==> config.mk <==
export PLATFORM = sky130hd
export DESIGN_NAME = rv_multicycle_ctrl_flat
export DESIGN_NICKNAME = d
export VERILOG_FILES = /design/src/rtl/rv_ctrl_pkg.sv /design/src/rtl/rv_multicycle_ctrl_if.sv /design/src/rtl/rv_opcode_class.sv /design/src/rtl/rv_multicycle_ctrl.sv /design/src/flat_wrapper.sv
export SDC_FILE = /design/constraint.sdc
export NUM_CORES = 1
export LEC_CHECK = 0
export ABC_AREA = 1
export BUFFER_PORTS_ARGS = -buffer_cell sky130_fd_sc_hd__buf_2
export CELL_PAD_IN_SITES_DETAIL_PLACEMENT = 0
export CELL_PAD_IN_SITES_GLOBAL_PLACEMENT = 2
export CORE_MARGIN = 8
export CORE_UTILIZATION = 26
export CTS_BUF_LIST = sky130_fd_sc_hd__clkbuf_8
export DETAILED_ROUTE_END_ITERATION = 7
export PLACE_DENSITY_LB_ADDON = 0.3
export SYNTH_ARGS = -nofsm -noshare
export SYNTH_HDL_FRONTEND = slang
export SYNTH_SLANG_ARGS = --single-unit
==> constraint.sdc <==
create_clock -name clk -period 3.3 [get_ports clk]
set_input_delay 0.33 -clock clk [delete_from_list [all_inputs] [get_ports clk]]
set_output_delay 0.33 -clock clk [all_outputs]
set_load 0.005 [all_outputs]
==> src/rtl/rv_ctrl_pkg.sv <==
// Shared types and select codes for the RV32I multi-cycle control path.
package rv_ctrl_pkg;

    localparam logic [6:0] OPC_R      = 7'b0110011;
    localparam logic [6:0] OPC_I      = 7'b0010011;
    localparam logic [6:0] OPC_LOAD   = 7'b0000011;
    localparam logic [6:0] OPC_STORE  = 7'b0100011;
    localparam logic [6:0] OPC_BR     = 7'b1100011;
    localparam logic [6:0] OPC_JAL    = 7'b1101111;
    localparam logic [6:0] OPC_JALR   = 7'b1100111;
    localparam logic [6:0] OPC_LUI    = 7'b0110111;
    localparam logic [6:0] OPC_AUIPC  = 7'b0010111;

    typedef enum logic [2:0] {
        S_FETCH  = 3'd0,
        S_DECODE = 3'd1,
        S_EXEC   = 3'd2,
        S_MEM    = 3'd3,
        S_WB     = 3'd4,
        S_TRAP   = 3'd5
    } state_t;

    typedef enum logic [2:0] {
        IMM_I = 3'd0,
        IMM_S = 3'd1,
        IMM_B = 3'd2,
        IMM_U = 3'd3,
        IMM_J = 3'd4
    } imm_sel_t;

    typedef enum logic [3:0] {
        CLS_R, CLS_I, CLS_LOAD, CLS_STORE, CLS_BRANCH,
        CLS_JAL, CLS_JALR, CLS_LUI, CLS_AUIPC, CLS_ILLEGAL
    } op_class_t;

    localparam logic [1:0] PC_SRC_PC4   = 2'd0;
    localparam logic [1:0] PC_SRC_ALU   = 2'd1;
    localparam logic [1:0] PC_SRC_JALR  = 2'd2;

    localparam logic [1:0] SRC_A_RS1    = 2'd0;
    localparam logic [1:0] SRC_A_OLD_PC = 2'd1;
    localparam logic [1:0] SRC_A_ZERO   = 2'd2;

    localparam logic [1:0] SRC_B_RS2    = 2'd0;
    localparam logic [1:0] SRC_B_IMM    = 2'd1;
    localparam logic [1:0] SRC_B_FOUR   = 2'd2;

    localparam logic [1:0] ALU_OP_ADD   = 2'd0;
    localparam logic [1:0] ALU_OP_BR    = 2'd1;
    localparam logic [1:0] ALU_OP_FUNCT = 2'd2;

    localparam logic [1:0] WB_SEL_ALU   = 2'd0;
    localparam logic [1:0] WB_SEL_MEM   = 2'd1;
    localparam logic [1:0] WB_SEL_PC4   = 2'd2;

endpackage

==> src/rtl/rv_multicycle_ctrl_if.sv <==
// Memory-port handshake between the control FSM (master) and the memory (slave).
interface rv_multicycle_ctrl_if;
    // mem_req is held high until the cycle with mem_req && mem_ack, which completes
    // the transfer; the only other way a request ends is the controller's timeout abort.
    logic mem_req;
    logic mem_we;
    logic mem_addr_sel;
    logic mem_ack;

    modport master (output mem_req, output mem_we, output mem_addr_sel, input mem_ack);
    modport slave  (input mem_req, input mem_we, input mem_addr_sel, output mem_ack);
endinterface

==> src/rtl/rv_opcode_class.sv <==
// Combinational opcode decode: instruction class, immediate format and legality.
module rv_opcode_class
    import rv_ctrl_pkg::*;
(
    input  logic [6:0] i_opcode,
    output op_class_t  o_class,
    output imm_sel_t   o_imm_sel,
    output logic       o_legal
);

    always_comb begin
        o_class   = CLS_ILLEGAL;
        o_imm_sel = IMM_I;
        case (i_opcode)
            OPC_R:     o_class = CLS_R;
            OPC_I:     o_class = CLS_I;
            OPC_LOAD:  o_class = CLS_LOAD;
            OPC_STORE: begin o_class = CLS_STORE;  o_imm_sel = IMM_S; end
            OPC_BR:    begin o_class = CLS_BRANCH; o_imm_sel = IMM_B; end
            OPC_JAL:   begin o_class = CLS_JAL;    o_imm_sel = IMM_J; end
            OPC_JALR:  o_class = CLS_JALR;
            OPC_LUI:   begin o_class = CLS_LUI;    o_imm_sel = IMM_U; end
            OPC_AUIPC: begin o_class = CLS_AUIPC;  o_imm_sel = IMM_U; end
            default:   o_class = CLS_ILLEGAL;
        endcase
        o_legal = (o_class != CLS_ILLEGAL);
    end

endmodule

==> src/rtl/rv_multicycle_ctrl.sv <==
// Main control FSM of the RV32I multi-cycle core with bounded memory wait.
// Optional: define ILLEGAL_TRAP_EN to park the FSM in TRAP on an illegal opcode.
module rv_multicycle_ctrl
    import rv_ctrl_pkg::*;
#(
    parameter int TIMEOUT_CYCLES = 255,
    parameter int XLEN           = 32
) (
    input  logic            clk,
    input  logic            rst_n,
    input  logic [XLEN-1:0] i_instruction,
    input  logic            i_branch_taken,
    rv_multicycle_ctrl_if.master bus,
    output logic            o_ir_write,
    output logic            o_pc_write,
    output logic [1:0]      o_pc_src,
    output logic [2:0]      o_imm_sel,
    output logic [1:0]      o_alu_src_a,
    output logic [1:0]      o_alu_src_b,
    output logic [1:0]      o_alu_op,
    output logic            o_reg_write,
    output logic [1:0]      o_wb_sel,
    output logic            o_bus_err,
    output logic [2:0]      o_state
);

    state_t      r_state;
    state_t      w_state_next;
    logic [15:0] r_wait_cnt;
    op_class_t   w_class;
    imm_sel_t    w_cls_imm;
    logic        w_legal;
    logic        w_timeout;
    logic        w_waiting;
    logic        w_mem_req, w_mem_we, w_addr_sel, w_ir_write, w_pc_write;
    logic        w_reg_write, w_bus_err;
    logic [1:0]  w_pc_src, w_src_a, w_src_b, w_alu_op, w_wb_sel;
    logic [2:0]  w_imm_sel;
    logic        w_unused_instr;

    assign w_unused_instr = ^i_instruction[XLEN-1:7];

    rv_opcode_class u_opcode_class (
        .i_opcode  (i_instruction[6:0]),
        .o_class   (w_class),
        .o_imm_sel (w_cls_imm),
        .o_legal   (w_legal)
    );

    // An ack on the final allowed wait cycle completes the transfer instead of aborting.
    assign w_timeout = (r_wait_cnt == 16'(TIMEOUT_CYCLES - 1)) && !bus.mem_ack;
    assign w_waiting = ((r_state == S_FETCH) || (r_state == S_MEM)) && !bus.mem_ack && !w_timeout;

    always_ff @(posedge clk) begin
        if (!rst_n) begin
            r_state    <= S_FETCH;
            r_wait_cnt <= '0;
        end else begin
            r_state    <= w_state_next;
            r_wait_cnt <= w_waiting ? r_wait_cnt + 16'd1 : 16'd0;
        end
    end

    always_comb begin
        w_state_next = r_state;
        w_mem_req    = 1'b0;
        w_mem_we     = 1'b0;
        w_addr_sel   = 1'b0;
        w_ir_write   = 1'b0;
        w_pc_write   = 1'b0;
        w_pc_src     = PC_SRC_PC4;
        w_imm_sel    = 3'(IMM_I);
        w_src_a      = SRC_A_RS1;
        w_src_b      = SRC_B_RS2;
        w_alu_op     = ALU_OP_ADD;
        w_reg_write  = 1'b0;
        w_wb_sel     = WB_SEL_ALU;
        w_bus_err    = 1'b0;
        case (r_state)
            S_FETCH: begin
                w_mem_req = 1'b1;
                if (bus.mem_ack) begin
                    w_ir_write   = 1'b1;
                    w_pc_write   = 1'b1;
                    w_state_next = S_DECODE;
                end else if (w_timeout) begin
                    w_bus_err = 1'b1;
                end
            end
            S_DECODE: begin
                w_imm_sel = 3'(w_cls_imm);
                if (w_legal) begin
                    w_state_next = S_EXEC;
                end else begin
`ifdef ILLEGAL_TRAP_EN
                    w_state_next = S_TRAP;
`else
                    w_state_next = S_FETCH;
`endif
                end
            end
            S_EXEC: begin
                w_imm_sel    = 3'(w_cls_imm);
                w_src_b      = SRC_B_IMM;
                w_state_next = S_WB;
                case (w_class)
                    CLS_R: begin
                        w_src_b  = SRC_B_RS2;
                        w_alu_op = ALU_OP_FUNCT;
                    end
                    CLS_I: w_alu_op = ALU_OP_FUNCT;
                    CLS_LOAD, CLS_STORE: w_state_next = S_MEM;
                    CLS_BRANCH: begin
                        w_src_a      = SRC_A_OLD_PC;
                        w_pc_write   = i_branch_taken;
                        w_pc_src     = i_branch_taken ? PC_SRC_ALU : PC_SRC_PC4;
                        w_state_next = S_FETCH;
                    end
                    CLS_JAL: begin
                        w_src_a    = SRC_A_OLD_PC;
                        w_pc_write = 1'b1;
                        w_pc_src   = PC_SRC_ALU;
                    end
                    CLS_JALR: begin
                        w_pc_write = 1'b1;
                        w_pc_src   = PC_SRC_JALR;
                    end
                    CLS_LUI:   w_src_a = SRC_A_ZERO;
                    CLS_AUIPC: w_src_a = SRC_A_OLD_PC;
                    default:   w_state_next = S_FETCH;
                endcase
            end
            S_MEM: begin
                w_imm_sel  = 3'(w_cls_imm);
                w_mem_req  = 1'b1;
                w_addr_sel = 1'b1;
                w_mem_we   = (w_class == CLS_STORE);
                if (bus.mem_ack) begin
                    w_state_next = (w_class == CLS_LOAD) ? S_WB : S_FETCH;
                end else if (w_timeout) begin
                    w_bus_err    = 1'b1;
                    w_state_next = S_FETCH;
                end
            end
            S_WB: begin
                w_imm_sel    = 3'(w_cls_imm);
                w_reg_write  = 1'b1;
                w_state_next = S_FETCH;
                if (w_class == CLS_LOAD) begin
                    w_wb_sel = WB_SEL_MEM;
                end else if ((w_class == CLS_JAL) || (w_class == CLS_JALR)) begin
                    w_wb_sel = WB_SEL_PC4;
                end
            end
`ifdef ILLEGAL_TRAP_EN
            S_TRAP: w_state_next = S_TRAP;
`endif
            default: w_state_next = S_FETCH;
        endcase
    end

    // Everything is held at zero while reset is asserted, regardless of the current state.
    assign bus.mem_req      = rst_n & w_mem_req;
    assign bus.mem_we       = rst_n & w_mem_we;
    assign bus.mem_addr_sel = rst_n & w_addr_sel;
    assign o_ir_write       = rst_n & w_ir_write;
    assign o_pc_write       = rst_n & w_pc_write;
    assign o_reg_write      = rst_n & w_reg_write;
    assign o_bus_err        = rst_n & w_bus_err;
    assign o_pc_src         = rst_n ? w_pc_src  : 2'd0;
    assign o_imm_sel        = rst_n ? w_imm_sel : 3'd0;
    assign o_alu_src_a      = rst_n ? w_src_a   : 2'd0;
    assign o_alu_src_b      = rst_n ? w_src_b   : 2'd0;
    assign o_alu_op         = rst_n ? w_alu_op  : 2'd0;
    assign o_wb_sel         = rst_n ? w_wb_sel  : 2'd0;
    assign o_state          = rst_n ? 3'(r_state) : 3'd0;

endmodule

==> src/flat_wrapper.sv <==
// flat-port wrapper written by rule: the top's interface ports become plain ports
module rv_multicycle_ctrl_flat import rv_ctrl_pkg::*;
#(
    parameter int TIMEOUT_CYCLES = 255,
    parameter int XLEN           = 32
)
  (clk, rst_n, i_instruction, i_branch_taken, o_ir_write, o_pc_write, o_pc_src, o_imm_sel, o_alu_src_a, o_alu_src_b, o_alu_op, o_reg_write, o_wb_sel, o_bus_err, o_state, bus_mem_req, bus_mem_we, bus_mem_addr_sel, bus_mem_ack);
  rv_multicycle_ctrl_if bus_i ();
  input  logic clk;
  input  logic rst_n;
  input  logic [XLEN-1:0] i_instruction;
  input  logic i_branch_taken;
  output logic o_ir_write;
  output logic o_pc_write;
  output logic [1:0] o_pc_src;
  output logic [2:0] o_imm_sel;
  output logic [1:0] o_alu_src_a;
  output logic [1:0] o_alu_src_b;
  output logic [1:0] o_alu_op;
  output logic o_reg_write;
  output logic [1:0] o_wb_sel;
  output logic o_bus_err;
  output logic [2:0] o_state;
  output wire logic [$bits(bus_i.mem_req)-1:0] bus_mem_req;
  output wire logic [$bits(bus_i.mem_we)-1:0] bus_mem_we;
  output wire logic [$bits(bus_i.mem_addr_sel)-1:0] bus_mem_addr_sel;
  input wire logic [$bits(bus_i.mem_ack)-1:0] bus_mem_ack;
  assign bus_mem_req = bus_i.mem_req;
  assign bus_mem_we = bus_i.mem_we;
  assign bus_mem_addr_sel = bus_i.mem_addr_sel;
  assign bus_i.mem_ack = bus_mem_ack;
  rv_multicycle_ctrl #(.TIMEOUT_CYCLES(TIMEOUT_CYCLES), .XLEN(XLEN)) u_core (.clk(clk), .rst_n(rst_n), .i_instruction(i_instruction), .i_branch_taken(i_branch_taken), .bus(bus_i), .o_ir_write(o_ir_write), .o_pc_write(o_pc_write), .o_pc_src(o_pc_src), .o_imm_sel(o_imm_sel), .o_alu_src_a(o_alu_src_a), .o_alu_src_b(o_alu_src_b), .o_alu_op(o_alu_op), .o_reg_write(o_reg_write), .o_wb_sel(o_wb_sel), .o_bus_err(o_bus_err), .o_state(o_state));
endmodule
# After elaboration in Yosys (flattened, before gate mapping)
# Index checks and enable logic that the tools add are counted.
# totals
out_inout_bits,23
reg_bits,19
input_bits,36
# classes
n_mux,40
bitwise_logic,7
eq_ne,25
reduce_logical,19
n_addsub,1
# ops
op,count
4-bit case mux with 9 select lines,1
2-bit two-way mux,14
3-bit case mux with 4 select lines,2
7-bit by 6-bit equality test with 1-bit output (second input constant),3
7-bit equality test (second input constant),3
3-bit two-way mux,7
16-bit by 1-bit adder with 16-bit output (second input constant),1
16-bit by 8-bit equality test with 1-bit output (second input constant),1
4-bit by 3-bit equality test with 1-bit output (second input constant),4
7-bit by 5-bit equality test with 1-bit output (second input constant),2
1-bit two-way mux,11
2-bit OR reduction,5
4-bit by 2-bit equality test with 1-bit output (second input constant),2
1-bit AND,7
7-bit by 2-bit equality test with 1-bit output (second input constant),1
3-bit by 2-bit equality test with 1-bit output (second input constant),2
2-bit case mux with 3 select lines,1
3-bit case mux with 2 select lines,1
6-bit OR reduction,1
4-bit by 1-bit equality test with 1-bit output (second input constant),1
4-bit equality test (second input constant),1
4-bit logical NOT,1
4-bit != test (second input constant),1
1-bit case mux with 2 select lines,2
12 further kinds,17

# Longest topological paths before layout
# Gate-level depths: netlist of the first run.
# logic_depth
depth_word,8
mapped_depth,10
ltp_nobuf,10

# Hierarchy
# A second synthesis of the first run with hierarchy kept.
# hier_totals
hier_cells,261
hier_area_um2,1581.5
# by_module_without_submodules
module,instances,area_per_inst_um2,seq_area_each_um2,cells_per_inst
rv_multicycle_ctrl,1,1342.5,380.4,213
rv_opcode_class,1,239.0,0.0,48

# Worst setup path after synthesis of the first run
# OpenSTA, ideal clock, no wires.
# synth_timing
path_type,input port to output port
startpoint,input port i_instruction[4]
endpoint,output port o_pc_src[1]
cell_stages,7
setup_slack_ns,1.849
arrival_ns,1.121
n_path_buf,0
t_required_ns,2.970
cell_sequence,inv_1 -> nand2_1 -> nor2_1 -> nand3_1 -> nand2_1 -> nor2_1 -> nor3_1
# synth_via
elab_chain_len,6
elab_cells_between_ends,16
cone_classes,12 x eq/ne; 4 x mux
# synth_lines
item,line,rtl
start: declaration,flat_wrapper.sv:11,input logic [XLEN-1:0] i_instruction;
7-bit by 5-bit equality test with 1-bit output (tied with other cells),rv_opcode_class.sv:14,case (i_opcode)
4-bit case mux with 9 select lines *,rv_opcode_class.sv:14,
4-bit by 3-bit equality test with 1-bit output,rv_multicycle_ctrl.sv:106,case (w_class)
2-bit case mux with 3 select lines *,rv_multicycle_ctrl.sv:106,
2-bit two-way mux *,rv_multicycle_ctrl.sv:79,case (r_state)
2-bit two-way mux *,rv_multicycle_ctrl.sv:170,assign o_pc_src = rst_n ? w_pc_src : 2'd0;
end: declaration,flat_wrapper.sv:15,output logic [1:0] o_pc_src;
# Every way passes the cells marked *; elsewhere a longest branch is shown, timed or not.

# Worst setup path in the final report of the first run
# layout_timing
startpoint,register u_core.r_state[1]
endpoint,output port o_pc_src[1]
# layout_via
elab_chain_len,3
# layout_lines
item,line,rtl
start: declaration,rv_multicycle_ctrl.sv:27,state_t r_state;
start signal: assignment,rv_multicycle_ctrl.sv:59,r_state <= w_state_next;
3-bit by 2-bit equality test with 1-bit output,rv_multicycle_ctrl.sv:79,
2-bit two-way mux,rv_multicycle_ctrl.sv:79,
2-bit two-way mux,rv_multicycle_ctrl.sv:170,
# Every way passes these cells.

==> results.toml, run 1 <==
[critical_path]
cp_max_fo = 5
cp_slowest_cell = "dfxtp_1"
slowest_delay_ps = 400
worstPathArrival_ps = 1550
crit_path_frequent_cell = "inv_1"
path_buf_inv = 3
path_cells = "inv_1 -> nor2_2 -> nand2_1 -> nor2_1 -> inv_1 -> nor3_1 -> buf_2"
crit_required_ps = 2970
crit_family = "simple AND/OR/NAND/NOR gates"
crit_type = "reg2out"
end_kind = "output pin"
critPathLaunchType = "flop"

[timing]
clock_skew_ps = 2.67
worstMarginPinSlew_ps = 553
hold_viol_final = 0
fmax_mhz = 532
min_period_over_period = 0.570
period_needed_ps = 1880
timing.final.ws_setup_ps = 1420
rsz0062_at_grt = "no"
setup_violations = 0
final_max_slew_viol_count = 0
slew_headroom = 0.628
tns_ps = 0
hold_slack_ps = 337

[drt]
vias_per_cell = 4.39
vias = 1576
drcViolationCount = 0
drt_wl_total_um = 4270
dr.first_iter.drc_count = 101
wl_per_cell_um = 11.9
dr.pass1.iters = 4
final_antenna_net_count = 0

[floorplan]
die-area_um2 = 8380
die_w_um = 91.5
start_util = 0.269
die_h_um = 91.5
ios = 59
core_um2 = 5510
num_rows = 27

[yosys]
synth_top_area_cell = "dfxtp_1"
ys_seq_area_frac = 0.257
syn_inst = 254
ys_top_cells_by_area = "dfxtp_1, nand2_1, inv_1, nor2_1, nand3_1"
ys_warn_count = 0
syn_area_um2 = 1480
synthDistinctLibCells = 25
synth-seq-cells = 19
synth_top_area_frac = 0.257
avgSynthCellArea_um2 = 5.84

[power_and_ir_drop]
power_mw = 0.466
swShare = 0.278
power_frac_comb = 0.141
p_per_area_nw_per_um2 = 266
leakagePower_nw = 0.856
intPower_mw = 0.337
clkPwrFrac = 0.352
pwr-share-seq = 0.507
irDropWorstVdd_mv = 0.132
power.net_switching_mw = 0.130

[grt]
grt_pass1_vias = 1503
grt_use_total = 0.105
antenna_found_initial = 0
grt_max_degree = 14
grt-ovfl-total = 0
grt_pass1_wl_um = 7290

[clock_tree]
worstSkewPairLatency_ps = 260
clock_sinks = 19
cts_buffers = 3
cts_buffer_depth = 2
cts_htree_levels = 1
cts_resized = 0
cts_tree = "done"
clkTransAtPathRegs_ps = 70
cts_hold_buffers = 0
root_buffer = "clkbuf_8"
cts_setup_buffers = 0

[placement]
dp_cells = 355
routabilityCongestion = 0.852
dp_hpwl_um = 3490
dpl_worst_slack_ps = 1480
place.port_buffers = 31
dpl-instance-area_um2 = 1710

[cells_and_area]
syn_to_final_growth_pct = 18.1
nets = 326
final_common_cell = "nand2_1"
antenna_cells = 0
final_util = 0.318
layout_common_cells = "nand2_1, inv_1, nor2_1"
final_cells = 359
drive_above_1_share = 0.171
design_area_um2 = 1750

[status]
status = "finished, final reports clean"

[run]
drv_cap = 0

[min_path]
hold_path_class = "in2reg"
[final cells by class]
class                      instances  area [µm²]
clock buffer                       3        41.3
timing repair buffer              31         155
fill                             651        3760
clock inverter                     1        3.75
multi-input combinational        187         907
tap                               72        90.1
inverter                          46         173
sequential                        19         380
[flip-flops by register name, summed over array words and instances, names as in the netlist]
name / count
u_core.r_state: 3
u_core.r_wait_cnt: 16
[final timing paths]
kind                                        start                               end  slack, ps  depth (start not counted)
hold / removal                              rst_n    u_core.r_state[0]$_SDFFE_PN0P_        340                          3
setup / recovery   u_core.r_state[1]$_SDFFE_PN0P_                       o_pc_src[1]       1420                          7
hold reg to reg   u_core.r_wait_cnt[0]$_SDFF_PN0_   u_core.r_wait_cnt[0]$_SDFF_PN0_        470                          1
setup reg to reg  u_core.r_wait_cnt[6]$_SDFF_PN0_  u_core.r_wait_cnt[11]$_SDFF_PN0_       1620                          9
[cells by family (layout without fill, tap and decap cells)]
logic type      Yosys count  after routing  share of synthesized area
compound gates           22             22                     0.0937
xor+xnor                  8              8                     0.0473
fa+ha+maj                 2              2                     0.0169
buf+inv                  49             81                      0.134
flops                    19             19                      0.257
other cells               1              2                    0.00253
simple gates            153            153                      0.449
[cell usage after synthesis]
| library cell | n |
|---|---|
| or2_2 | 3 |
| nor2_2 | 4 |
| a21oi_4 | 1 |
| o21a_1 | 1 |
| nor2_1 | 45 |
| ha_1 | 2 |
| buf_4 | 2 |
| nor3b_1 | 1 |
| buf_6 | 1 |
| and2_1 | 1 |
| xnor2_1 | 2 |
| xor2_1 | 6 |
| nand3_2 | 1 |
| dfxtp_1 | 19 |
| nor4_1 | 1 |
| inv_1 | 46 |
| nand2_1 | 57 |
| conb_1 | 1 |
| a21oi_2 | 4 |
| nand3_1 | 21 |
| nand4_1 | 5 |
| nor3_1 | 12 |
| nand2_2 | 2 |
| o21ai_0 | 8 |
| a21oi_1 | 8 |
[routing by layer]
| layer | up-vias | part of all wire | track usage | wire length, µm |
|---|---|---|---|---|
| li1 | 853 | - | - | - |
| met1 | 688 | 0.51 | 0.140 | 2170 |
| met2 | 31 | 0.42 | 0.161 | 1790 |
| met3 | 4 | 0.066 | 0.0329 | 284 |
| met4 | 0 | 0.0070 | 0.0205 | 30 |
| met5 | - | 0 | 0 | 0 |
[power by group through the flow]
| stage | clock (mW) | sequential (mW) | combinational (mW) |
|---|---|---|---|
| floorplan | 0 | 0.241 | 0.0455 |
| global placement | 0 | 0.242 | 0.0675 |
| detailed placement | 0 | 0.242 | 0.0666 |
| CTS | 0.171 | 0.237 | 0.0669 |
| global route | 0.186 | 0.237 | 0.0763 |
| finish | 0.164 | 0.237 | 0.0659 |
[worst reg2reg max path: stages (launching register included)]
cell and delay (ps):
dfxtp_1 360, nand2_1 140, nor2_2 220, inv_1 80, nor2_1 90, nand2_1 90, nand3_2 300, inv_1 170
nand2_1 100, inv_1 40
No activity file was read; power rests on OpenSTA's default activity.
==> run 2: changes to the inputs <==
- CORE_UTILIZATION: 26 -> 24
- clock period: 3.3 -> 1.84 ns (I/O delays scaled with it)
==> run 2 against run 1 <==
Against the previous run: critical path depth stayed put; total power is 79% higher; register-to-register slack worse by 1300 ps; routed wire length is 0.96% lower; combinational power is 91% higher; sequential power is 79% higher; sequential share of layout area is 0.30 points lower.
==> results.toml, run 2 (synthesized netlist as in run 1, its figures left out) <==
[drt]
drt_wl_total_um = 4230
vias = 1596
dr.first_iter.drc_count = 73
final_antenna_net_count = 0
drcViolationCount = 0
dr.pass1.iters = 4
vias_per_cell = 4.38
wl_per_cell_um = 11.6

[critical_path]
crit_required_ps = 1660
worstPathArrival_ps = 1500
cp_max_fo = 5
end_kind = "output pin"
critPathLaunchType = "flop"
crit_type = "reg2out"

[cells_and_area]
final_common_cell = "nand2_1"
fill_cells = 713
design_area_um2 = 1780
largest_register_ffs = 16
largestRegisters = "u_core.r_wait_cnt (16), u_core.r_state (3)"
drive_above_1_share = 0.187
multiInputGateArea_um2 = 917
layout_common_cells = "nand2_1, inv_1, nor2_1"
syn_to_final_growth_pct = 20.1
nets = 328
largest_register = "u_core.r_wait_cnt"
antenna_cells = 0
seqCellArea_um2 = 382

[power_and_ir_drop]
p_per_area_nw_per_um2 = 470
leakagePower_nw = 0.866
irDropWorstVdd_mv = 0.312

[clock_tree]
clkTransAtPathRegs_ps = 70
cts_hold_buffers = 0
clock_sinks = 19
cts_tree = "done"
cts_buffer_depth = 2
cts_setup_buffers = 0
cts_buffers = 3
worstSkewPairLatency_ps = 250
root_buffer = "clkbuf_8"
cts_resized = 0
cts_htree_levels = 1

[grt]
grt_pass1_vias = 1496
grt-ovfl-total = 0
grt_pass1_wl_um = 7000
grt_use_total = 0.0955
grt_max_degree = 11
antenna_found_initial = 0

[timing]
tns_ps = 0
hold_viol_final = 0
final_max_slew_viol_count = 0
min_period_over_period = 0.913
fmax_mhz = 595
rsz0062_at_grt = "no"
setup_violations = 0
clock_skew_ps = 4.60
period_needed_ps = 1680

[floorplan]
core_um2 = 5960
die-area_um2 = 8950
start_util = 0.249
num_rows = 28
ios = 59
die_w_um = 94.6
die_h_um = 94.6

[placement]
routabilityCongestion = 0.847
dpl-instance-area_um2 = 1720
dp_hpwl_um = 3580
place.port_buffers = 31

[min_path]
hold_path_class = "in2reg"

[run]
drv_cap = 0

[status]
status = "finished, final reports clean"
## run 2: layout make-up
cell class,count,area share
clock buffers,3,0.0232
clock inverters,1,0.00211
inverters,46,0.0970
multi-input cells,187,0.515
flip-flops and latches,19,0.214
well taps,75,0.0527
repair buffers,33,0.0956
## run 2: per-stage QoR
step	worst slack (ps)	hold slack [ps]	util	power (mW)	instances
2_1_floorplan	590	282	-	0.514	255
3_3_place_gp	192	446	0.289	0.561	360
3_5_place_dp	238	458	0.289	0.559	360
4_1_cts	15.6	194	0.297	0.851	364
5_1_grt	10.5	206	0.299	0.885	364
6_report	161	194	0.299	0.837	364
## run 2: critical path, stage by stage, from the launching register on
cell     delay [ps]
dfxtp_2         370
inv_1            60
nor2_2          100
nand2_1         140
nor2_4          130
inv_1           100
nor3_1          200
buf_2           140
## run 2: worst paths after layout
check,cells after the start,start,to,slack [ps]
hold / removal,3,rst_n,u_core.r_state[0]$_SDFFE_PN0P_,190
setup / recovery,7,u_core.r_state[1]$_SDFFE_PN0P_,o_pc_src[1],160
hold reg to reg,1,u_core.r_wait_cnt[0]$_SDFF_PN0_,u_core.r_wait_cnt[0]$_SDFF_PN0_,470
setup reg to reg,8,u_core.r_wait_cnt[6]$_SDFF_PN0_,u_core.r_wait_cnt[3]$_SDFF_PN0_,370
## run 2: power breakdown
part	internal [mW]	switching, mW	total, mW
sequential	0.417	0.00753	0.425
clock	0.148	0.138	0.286
combinational	0.0431	0.0829	0.126
## run 2: layer usage
metal	vias to the layer above	global-route usage	wire, µm
li1	856	-	-
met1	705	0.121	2000
met2	31	0.160	1900
met3	4	0.0238	283
met4	0	0.0182	47
met5	-	0	0
==> run 3: changes to the inputs <==
- CELL_PAD_IN_SITES_DETAIL_PLACEMENT: 0 -> not set
- CELL_PAD_IN_SITES_GLOBAL_PLACEMENT: 2 -> not set
- CORE_UTILIZATION: 24 -> 30
==> run 3 against run 2 <==
Against the previous run: setup slack gained 38 ps; register-to-register slack lost 20 ps; fmax grew 2.3%; global-route usage grew 0.77 points; largest power group unchanged; clock power shrank 1%; final cell count shrank 2.7%.
==> results.toml, run 3 (synthesized netlist as in run 1, its figures left out) <==
[floorplan]
start_util = 0.312
ios = 59
die_h_um = 86.3
die_w_um = 86.3
core_um2 = 4750
die-area_um2 = 7450
num_rows = 25

[critical_path]
regToRegEndpoint = "u_core.r_wait_cnt[13]$_SDFF_PN0_"
r2r_start = "u_core.r_wait_cnt[6]$_SDFF_PN0_"
critPathLaunchType = "flop"
reg2reg_depth = 9
crit_required_ps = 1660
r2r_setup_slack_ps = 350
cp_max_fo = 4
crit_type = "reg2out"
end_kind = "output pin"
worstPathArrival_ps = 1460

[clock_tree]
cts_buffer_depth = 2
root_buffer = "clkbuf_8"
worstSkewPairLatency_ps = 260
clock_sinks = 19
clkTransAtPathRegs_ps = 60
cts_resized = 0
cts_tree = "done"
cts_hold_buffers = 0
cts_setup_buffers = 0
cts_htree_levels = 1
cts_buffers = 3

[grt]
grt-ovfl-total = 0
grt_max_degree = 14
grt_pass1_vias = 1494
grt_use_total = 0.103
grt_pass1_wl_um = 6550
antenna_found_initial = 0

[cells_and_area]
largest_register_ffs = 16
final_common_cell = "nand2_1"
layout_common_cells = "nand2_1, inv_1, nor2_1"
nets = 326
largest_register = "u_core.r_wait_cnt"
drive_above_1_share = 0.185
largestRegisters = "u_core.r_wait_cnt (16), u_core.r_state (3)"
syn_to_final_growth_pct = 18.8
antenna_cells = 0
final_cells = 354

[timing]
min_period_over_period = 0.892
final_max_slew_viol_count = 0
period_needed_ps = 1640
fmax_mhz = 609
setup_violations = 0
clock_skew_ps = 6.99
hold_viol_final = 0
tns_ps = 0

[drt]
drcViolationCount = 0
vias_per_cell = 4.49
final_antenna_net_count = 0
dr.first_iter.drc_count = 44
wl_per_cell_um = 10.2
vias = 1588
drt_wl_total_um = 3620
dr.pass1.iters = 4

[power_and_ir_drop]
irDropWorstVdd_mv = 0.314
p_per_area_nw_per_um2 = 470
leakagePower_nw = 0.861

[min_path]
holdPathStages = 3
hold_path_class = "in2reg"
hold_start = "rst_n"
hold_path_end = "u_core.r_state[1]$_SDFFE_PN0P_"

[placement]
place.port_buffers = 31
dp_hpwl_um = 3020
routabilityCongestion = 0.820
dp_cells = 350

[status]
status = "finished, final reports clean"

[run]
drv_cap = 0
[run 3: cell types whose count changed in the layout (fill, tap and decap cells not counted), sizes merged]
cell | previous run | this run
buf | 33 | 31
[run 3: area by class of cell]
cell class,instances,area [µm²]
fillers,544,2990
multi-input cells,187,922
flip-flops and latches,19,383
inverters,46,173
repair buffers,31,155
well taps,67,83.8
clock buffers,3,41.3
clock inverters,1,3.75
[run 3: how the worst max path moves through the flow]
| stage | from | end | slack (ps) | cells after the start |
|---|---|---|---|---|
| 5_1_grt | u_core.r_state[1]$_SDFFE_PN0P_ | o_pc_src[1] | -0.5 | 7 |
| 6_report | u_core.r_state[2]$_SDFFE_PN0P_ | o_imm_sel[0] | 200 | 7 |
| 3_3_place_gp | u_core.r_wait_cnt[6]$_SDFF_PN0_ | u_core.r_wait_cnt[13]$_SDFF_PN0_ | 220 | 9 |
| 2_1_floorplan | u_core.r_wait_cnt[0]$_SDFF_PN0_ | u_core.r_wait_cnt[10]$_SDFF_PN0_ | 590 | 7 |
| 4_1_cts | u_core.r_state[1]$_SDFFE_PN0P_ | o_pc_src[1] | 90 | 7 |
| 3_5_place_dp | u_core.r_wait_cnt[6]$_SDFF_PN0_ | u_core.r_wait_cnt[13]$_SDFF_PN0_ | 240 | 9 |
[run 3: where the power goes]
part           leakage (nW)  total (mW)  internal, mW  switching, mW
Combinational         0.680       0.120        0.0394         0.0808
Sequential            0.154       0.425         0.418        0.00747
Clock                0.0269       0.282         0.148          0.134
Total                 0.861       0.828         0.606          0.222
[run 3: routing by layer]
layer	up-vias	global-route usage	wire length, µm
met4	0	0.0313	34
met1	695	0.131	1790
met3	5	0.0293	224
met5	-	0	0
li1	852	-	-
met2	36	0.164	1570
[run 3: metrics by stage]
stage               instance area [µm²]  setup slack (ps)   util  total power, mW  hold WS, ps
floorplan                          1490               590      -            0.514          282
global placement                   1700               220  0.357            0.550          447
detailed placement                 1700               244  0.357            0.550          457
CTS                                1740              94.7  0.367            0.834          197
global route                       1760            -0.488  0.371            0.877          209
finish                             1760               199  0.371            0.828          196
[run 3: worst max-delay path, cell delays in order (launching register included)]
cell and delay (ps):
dfxtp_1 400, inv_1 80, nand2_2 130, inv_1 90
nor2_1 80, o21ai_0 140, a21oi_1 160, buf_2 140
